**src/rtl/mem_pkg.sv**
```systemverilog
// Shared definitions for clients of the word-addressed data memory.
package mem_pkg;
    localparam int DEPTH  = 1024;
    localparam int DATA_W = 32;
    localparam int LEN_W  = 3;

    typedef logic [1:0] state_t;
    localparam state_t S_IDLE  = 2'd0;
    localparam state_t S_WRITE = 2'd1;
    localparam state_t S_READ  = 2'd2;
    localparam state_t S_RESP  = 2'd3;
endpackage

```
**src/rtl/data_mem_master.sv**
```systemverilog
// Request/response master for a negedge-registered data memory: single-word
// stores and burst loads with a stallable, one-beat-at-a-time response path.
module data_mem_master #(
    parameter int DEPTH = mem_pkg::DEPTH,
    parameter int LEN_W = mem_pkg::LEN_W
) (
    input  logic             clock,
    input  logic             reset,
    input  logic             req_valid,
    output logic             req_ready,
    input  logic             req_write,
    input  logic [31:0]      req_addr,
    input  logic [31:0]      req_wdata,
    input  logic [LEN_W-1:0] req_len,
    output logic             resp_valid,
    input  logic             resp_ready,
    output logic [31:0]      resp_rdata,
    output logic             resp_last,
    output logic             err,
    output logic             mem_write,
    output logic             mem_read,
    output logic [31:0]      mem_daddress,
    output logic [31:0]      mem_din,
    input  logic [31:0]      mem_dout
);
    import mem_pkg::*;

    localparam int AW = $clog2(DEPTH);

    state_t           state_q, state_d;
    logic [AW-1:0]    addr_q, addr_d;
    logic [LEN_W-1:0] beats_q, beats_d;
    logic             resp_valid_q, resp_valid_d;
    logic             resp_last_q, resp_last_d;
    logic [31:0]      rdata_q, rdata_d;
    logic             err_q, err_d;
    logic             mem_write_q, mem_write_d;
    logic             mem_read_q, mem_read_d;
    logic [31:0]      din_q, din_d;
    logic             accept;
    logic             in_range;

    assign req_ready = (state_q == S_IDLE) && !reset;
    assign accept    = req_valid && req_ready;
    assign in_range  = req_addr < 32'(DEPTH);

    // Strobes are registered on entry to WRITE/READ so they are high for exactly that state's cycle.
    always_comb begin
        state_d      = state_q;
        addr_d       = addr_q;
        beats_d      = beats_q;
        resp_valid_d = resp_valid_q;
        resp_last_d  = resp_last_q;
        rdata_d      = rdata_q;
        err_d        = 1'b0;
        mem_write_d  = 1'b0;
        mem_read_d   = 1'b0;
        din_d        = 32'd0;
        case (state_q)
            S_IDLE: begin
                if (accept) begin
                    if (!in_range) begin
                        err_d = 1'b1;
                    end else if (req_write) begin
                        addr_d      = req_addr[AW-1:0];
                        din_d       = req_wdata;
                        mem_write_d = 1'b1;
                        state_d     = S_WRITE;
                    end else begin
                        addr_d     = req_addr[AW-1:0];
                        beats_d    = req_len;
                        mem_read_d = 1'b1;
                        state_d    = S_READ;
                    end
                end
            end
            S_WRITE: begin
                state_d = S_IDLE;
            end
            S_READ: begin
                rdata_d      = mem_dout;
                resp_valid_d = 1'b1;
                resp_last_d  = (beats_q == '0);
                state_d      = S_RESP;
            end
            default: begin
                if (resp_ready) begin
                    resp_valid_d = 1'b0;
                    resp_last_d  = 1'b0;
                    if (beats_q == '0) begin
                        state_d = S_IDLE;
                    end else begin
                        beats_d    = beats_q - LEN_W'(1);
                        addr_d     = addr_q + AW'(1);
                        mem_read_d = 1'b1;
                        state_d    = S_READ;
                    end
                end
            end
        endcase
    end

    always_ff @(posedge clock) begin
        if (reset) begin
            state_q      <= S_IDLE;
            addr_q       <= '0;
            beats_q      <= '0;
            resp_valid_q <= 1'b0;
            resp_last_q  <= 1'b0;
            rdata_q      <= 32'd0;
            err_q        <= 1'b0;
            mem_write_q  <= 1'b0;
            mem_read_q   <= 1'b0;
            din_q        <= 32'd0;
        end else begin
            state_q      <= state_d;
            addr_q       <= addr_d;
            beats_q      <= beats_d;
            resp_valid_q <= resp_valid_d;
            resp_last_q  <= resp_last_d;
            rdata_q      <= rdata_d;
            err_q        <= err_d;
            mem_write_q  <= mem_write_d;
            mem_read_q   <= mem_read_d;
            din_q        <= din_d;
        end
    end

    assign resp_valid   = resp_valid_q;
    assign resp_last    = resp_last_q;
    assign resp_rdata   = rdata_q;
    assign err          = err_q;
    assign mem_write    = mem_write_q;
    assign mem_read     = mem_read_q;
    assign mem_daddress = 32'(addr_q);
    assign mem_din      = din_q;
endmodule

```
**config.mk**
```make
export PLATFORM = sky130hd
export DESIGN_NAME = data_mem_master
export DESIGN_NICKNAME = d
export VERILOG_FILES = /design/src/rtl/mem_pkg.sv /design/src/rtl/data_mem_master.sv
export SDC_FILE = /design/constraint.sdc
export NUM_CORES = 1
export LEC_CHECK = 0
export CAP_MARGIN = 0
export CORE_ASPECT_RATIO = 1.4
export CORE_MARGIN = 2
export CORE_UTILIZATION = 40
export DETAILED_ROUTE_END_ITERATION = 6
export PLACE_DENSITY_LB_ADDON = 0.08
export RECOVER_POWER = 50
export SYNTH_ARGS = -nofsm -noshare
export SYNTH_HDL_FRONTEND = slang
export SYNTH_SLANG_ARGS = --single-unit
```
**constraint.sdc**
```tcl
create_clock -name clock -period 2.9 [get_ports clock]
set_input_delay 0.58 -clock clock [delete_from_list [all_inputs] [get_ports clock]]
set_output_delay 0.58 -clock clock [all_outputs]
set_load 0.03 [all_outputs]
```
# Word-level counts from Yosys, hierarchy flattened
# Index checks and enable logic that the tools add are counted.
# W data, S select, Z words.
# op_classes
add_sub_neg	2
multipliers	0
div	0
magnitude_cmp	1
eq_ne	6
n_shift	0
n_mux	28
bitwise_logic	6
n_reduce_logical	17
# ops
op	n
$mux W10	4
$lt A32 B11 Y1 const B	1
$pmux W10 S2	1
$mux W3	5
$add A10 B1 Y10 const B	1
$mux W2	5
$mux W1	8
$ne A2 B2 Y1 const B	4
$not A1 Y1	6
$pmux W1 S2	3
$pmux W2 S3	1
$pmux W3 S2	1
$reduce_and A6 Y1	1
$reduce_and A5 Y1	1
$reduce_or A5 Y1	1
$reduce_bool A2 Y1	2
$reduce_bool A4 Y1	1
$reduce_or A2 Y1	2
$reduce_or A4 Y1	1
$logic_not A3 Y1	1
$reduce_and A3 Y1	1
$reduce_or A3 Y1	1
$sub A3 B1 Y3 const B	1
$eq A2 B1 Y1 const B	1
5 further kinds	6
# word_totals
ff_bits	84
latch_bits	0
mem_bits_rw	0
romBits	0
out_inout_bits	102
wordCells	70
memories	0

# Logic depth before layout (Yosys ltp)
# logic_depth
ltp_word	5
mapped_depth	9

# Worst setup path after synthesis
# Ideal clock, no wire load.
# synth_path
path_type	flip-flop to output port
startpoint	register state_q[0]
endpoint	output port req_ready
arrival_time_ns	1.654
required_ns	2.320
slack_ns	0.666
stages_incl_launch_ff	6
path_cell_list	dfxtp_1 > inv_1 > ha_1 > clkbuf_1 > clkbuf_1 > nor2b_1
# synth_via
elab_chain_cells	2
# synth_lines
element	line	rtl
from (decl)	data_mem_master.sv:30	state_t state_q, state_d;
from (signal assigned)	data_mem_master.sv:116	state_q <= state_d;
$logic_not A2 Y1	data_mem_master.sv:43	assign req_ready = (state_q == S_IDLE) && !reset;
$logic_and A1 B1 Y1	data_mem_master.sv:43	
to (decl)	data_mem_master.sv:10	output logic req_ready,
# No other way between the ends.

# Worst setup path after layout
# Same ends and word-level chain as after synthesis.

==> results.md <==
Status:
- The flow ran to the end, and the final reports show no timing, DRC or antenna violations.

Synthesis:
- The area share of xor/xnor cells in the synthesized design is 0.5113%.
- Yosys mapped the design onto 48 distinct sky130hd cell types.
- After technology mapping, the gate count stands at 353.
- The average cell area after synthesis is 9.705 sq um.
- The flip-flop and latch count after synthesis is 84.
- The portion of synthesized area spent on multiplexers is 10.23%.
- The warning count from the yosys run is 0.
- The area of the mapped netlist is 3426 sq um.
- For this run, the leading register cell type out of synthesis is sky130_fd_sc_hd__dfxtp_1.
- The synthesized-area fraction occupied by and/or/nand/nor cells is 20.01%.
- Counting flops with a built-in enable in the synthesized netlist gives 0.
- The async set-reset flop share out of synthesis is 0%.
- The register area share after synthesis is 49.09%.
- The largest family of logic cells by synthesized area is simple AND/OR/NAND/NOR gates.
- Summing the areas of all compound-gate instances in the mapped netlist gives 9.021% of the synthesized area.
- Summing the areas of all fa, ha and maj instances in the mapped netlist gives 2.557% of the synthesized area.

Clock tree:
- The later pin in the worst-skew pair is clocked with a latency of 330 ps.
- TritonCTS built the clock tree.
- The H-tree generated during clock tree synthesis spans 3 levels.
- TritonCTS created 9 clock buffers.
- The CTS clock-pin slew for the worst setup and hold paths is 60 ps.
- After clock tree synthesis, the flow added hold-fix buffers numbering 0.
- The root buffer selected by CTS is sky130_fd_sc_hd__clkbuf_16.
- The post-cts sizing count is 0.
- The maximum number of buffers from clock root to sink is 2.
- The number of setup buffers added after CTS is 0.
- Counting every sink on the clock net gives 84.

Floorplan:
- The die is 113.5 microns tall.
- The area of the core region is 8247 sq um.
- The die area is 9331 sq um.
- The floorplan has 39 rows.
- The number of primary I/O pins is 206.
- Once the floorplan was initialized, standard cells occupied 41.54% of the core.
- The die is 82.22 microns wide.

STA:
- The final clock period utilization by the worst path is 86.32%.
- The clock tree skew after final layout is 7.186 ps.
- The final hold violation count is 0.
- The pin slew with the least headroom to its limit is 973.1 ps.
- Timing would allow up to 0.3995 GHz.
- Setup repair after global routing left no endpoint under its margin.
- For the final routed database, the setup TNS stands at 0 ps.
- Headroom to the max-slew limit came out at 35.13%.
- The max-slew violation count is 0.
- The time the final worst path needs with I/O delays and setup is 2503 ps.
- The number of setup violations in the final report is 0.

Power:
- The total power of the final layout is 2.628 mW.
- The static leakage power is 2.378 nW.
- The worst-case IR drop observed on VDD is 381.3 uV.
- The power density of the placed cells is 474.7 nW/um^2.

Cells and area:
- The final antenna diode count is 0.
- The share of layout cells above drive strength 1 is 6.355%.
- The final core area utilization is 67.14%.
- The area added between synthesis and finish is 61.61%.
- For this run, the post-layout net count is 641.

Route:
- The via count is 3050.
- In this run the remaining antenna-violating nets after routing total 0.
- The overall routed net length is 8749 microns.
- The number of optimization iterations in the first detailed-route pass is 4.
- The detail-routed via count per cell is 4.788.
- The number of DRC violations after detailed-routing iteration 0 is 124.
- After detailed routing, the number of remaining DRC violations is 0.
- The routed length per placed instance is 13.73 microns.

Placed design:
- Routability-driven placement finished with a final weighted congestion of 0.7404.
- The HPWL after detailed placement is 6575 microns.
- The number of buffers added on ports is 183.

Global routing:
- Across every metal layer, demand over resource in global routing totals 18.27%.
- The number of antenna violations at the first check in global routing was 0.
- The wire length of the first global-routing pass is 13390 microns.
- After global routing the overflow that remains totals 0.
- Entering global routing, the biggest net connects 47 pins.
- The via count of the first global-routing pass is 2804.

Worst hold path:
- The endpoint with the worst hold slack is addr_q[9]$_SDFFE_PP0P_.
- The startpoint identified for the worst hold timing path is addr_q[9]$_SDFFE_PP0P_.
- The min-delay analysis places its worst path in the category reg2reg.
- The number of instances on the worst hold path is 2.

Run:
- The number of maximum-capacitance violations is 0.

Critical path:
- Data on the critical path is required at its endpoint by 2320 ps.
- The top fanout value on the critical path is 4.
- At the worst endpoint, the arrival time is 1920 ps.
- The critical setup path kind is reg2out.
- The count of cells along the worst register-to-register path is 5.
- In this run the worst setup path begins at state_q[0]$_SDFFE_PP0P_.
- The terminus of the critical flop-to-flop path is resp_rdata[21]$_SDFFE_PP0P_.
- The beginning of the worst register-to-register path is state_q[0]$_SDFFE_PP0P_.
- The nature of the critical path endpoint is an output port.
- The critical path launch point type is a register.
- Across all register-to-register paths, the minimum setup slack is 550 ps.
-- synthesized netlist by cell type (3+ instances only) --
master                      n  area share (%)
sky130_fd_sc_hd__a21oi_1   11             1.6
sky130_fd_sc_hd__buf_4     22             4.8
sky130_fd_sc_hd__o21ai_0   10             1.5
sky130_fd_sc_hd__clkbuf_1  12             1.3
sky130_fd_sc_hd__nor2_1    55             6.0
sky130_fd_sc_hd__dfxtp_1   84              49
sky130_fd_sc_hd__mux2i_1   35              10
sky130_fd_sc_hd__buf_1      4            0.44
sky130_fd_sc_hd__nor4_2     3             1.1
sky130_fd_sc_hd__ha_1       7             2.6
sky130_fd_sc_hd__nor3_1     3            0.44
sky130_fd_sc_hd__a31o_2     3            0.77
sky130_fd_sc_hd__inv_1      6            0.66
sky130_fd_sc_hd__nand3_1    3            0.44
sky130_fd_sc_hd__and3_1    36             6.6
sky130_fd_sc_hd__nand2_1   11             1.2
sky130_fd_sc_hd__a22oi_1    4            0.88
sky130_fd_sc_hd__buf_2      3            0.44
sky130_fd_sc_hd__nor2b_1    3            0.55
sky130_fd_sc_hd__a22o_1     3            0.77
-- flip-flops by register name, indices dropped and copies added (netlist names) --
| signal | cells |
|---|---|
| mem_read | 1 |
| state_q | 2 |
| err | 1 |
| resp_rdata | 32 |
| resp_last | 1 |
| beats_q | 3 |
| resp_valid | 1 |
| mem_din | 32 |
| addr_q | 10 |
| mem_write | 1 |
-- cells in the final DEF, fill, tap and decap left out, drive strengths merged, types with 11 or more instances in the layout --
| cell type | instances |
|---|---|
| clkdlybuf4s50 | 133 |
| dfxtp | 84 |
| nor2 | 55 |
| dlygate4sd3 | 49 |
| and3 | 36 |
| mux2i | 35 |
| conb | 22 |
| nand2 | 11 |
| a21oi | 11 |
| o21ai | 11 |
| clkbuf | 11 |
-- worst max-delay path: stages, from the launching register on --
cell and delay (ps):
sky130_fd_sc_hd__dfxtp_1 350, sky130_fd_sc_hd__inv_1 110, sky130_fd_sc_hd__ha_1 270, sky130_fd_sc_hd__nor2b_1 160, sky130_fd_sc_hd__clkdlybuf4s50_1 700
-- worst max path at each step --
| stage | end | slack, ps | cells after the start |
|---|---|---|---|
| finish | req_ready | 400 | 4 |
| global route | req_ready | 290 | 4 |
| CTS | req_ready | 390 | 4 |
| detailed placement | addr_q[5]$_SDFFE_PP0P_ | 420 | 7 |
| global placement | addr_q[5]$_SDFFE_PP0P_ | 460 | 7 |
| floorplan | req_ready | 670 | 5 |
-- kinds of logic (layout without fill, tap and decap cells) --
family,Yosys count,after routing
buf+inv,50,211
mux,35,35
simple gates,129,129
fa+ha+maj,7,7
other cells,1,22
flops,84,84
compound gates,45,45
xor+xnor,2,2
-- where the power goes --
group	leakage, nW	switching (mW)	internal [mW]
clock	0.153	0.461	0.698
combinational	1.55	0.136	0.167
sequential	0.677	0.00438	1.16
-- routing by layer --
metal  vias up  part of all wire [%]  global-route usage [%]
li1       1533                     -                       -
met1      1377                    40                   20.54
met2       121                    50                   31.18
met3        19                   7.6                   5.380
met4         0                   2.9                   8.111
met5         -                     0                       0
-- layout make-up --
| cell class | count | area [sq um] |
|---|---|---|
| Tap cell | 102 | 127.6 |
| Timing Repair Buffer | 189 | 1869 |
| Clock inverter | 6 | 70.07 |
| Clock buffer | 10 | 239.0 |
| Inverter | 6 | 22.52 |
| Multi-Input combinational cell | 240 | 1526 |
| Fill cell | 669 | 2710 |
| Sequential cell | 84 | 1682 |
-- stage by stage --
step                      setup slack (ps)  std cells  cell area (sq um)  hold slack, ps
after detailed placement             417.4        621               5239           481.5
after CTS                            389.1        637               5548           491.0
after global placement               464.2        621               5239           463.6
after global routing                 289.6        637               5537           505.9
final                                396.6        637               5537           487.1
after floorplan                      666.4        374               3505           448.6
Power figures use the tool's default switching activity.
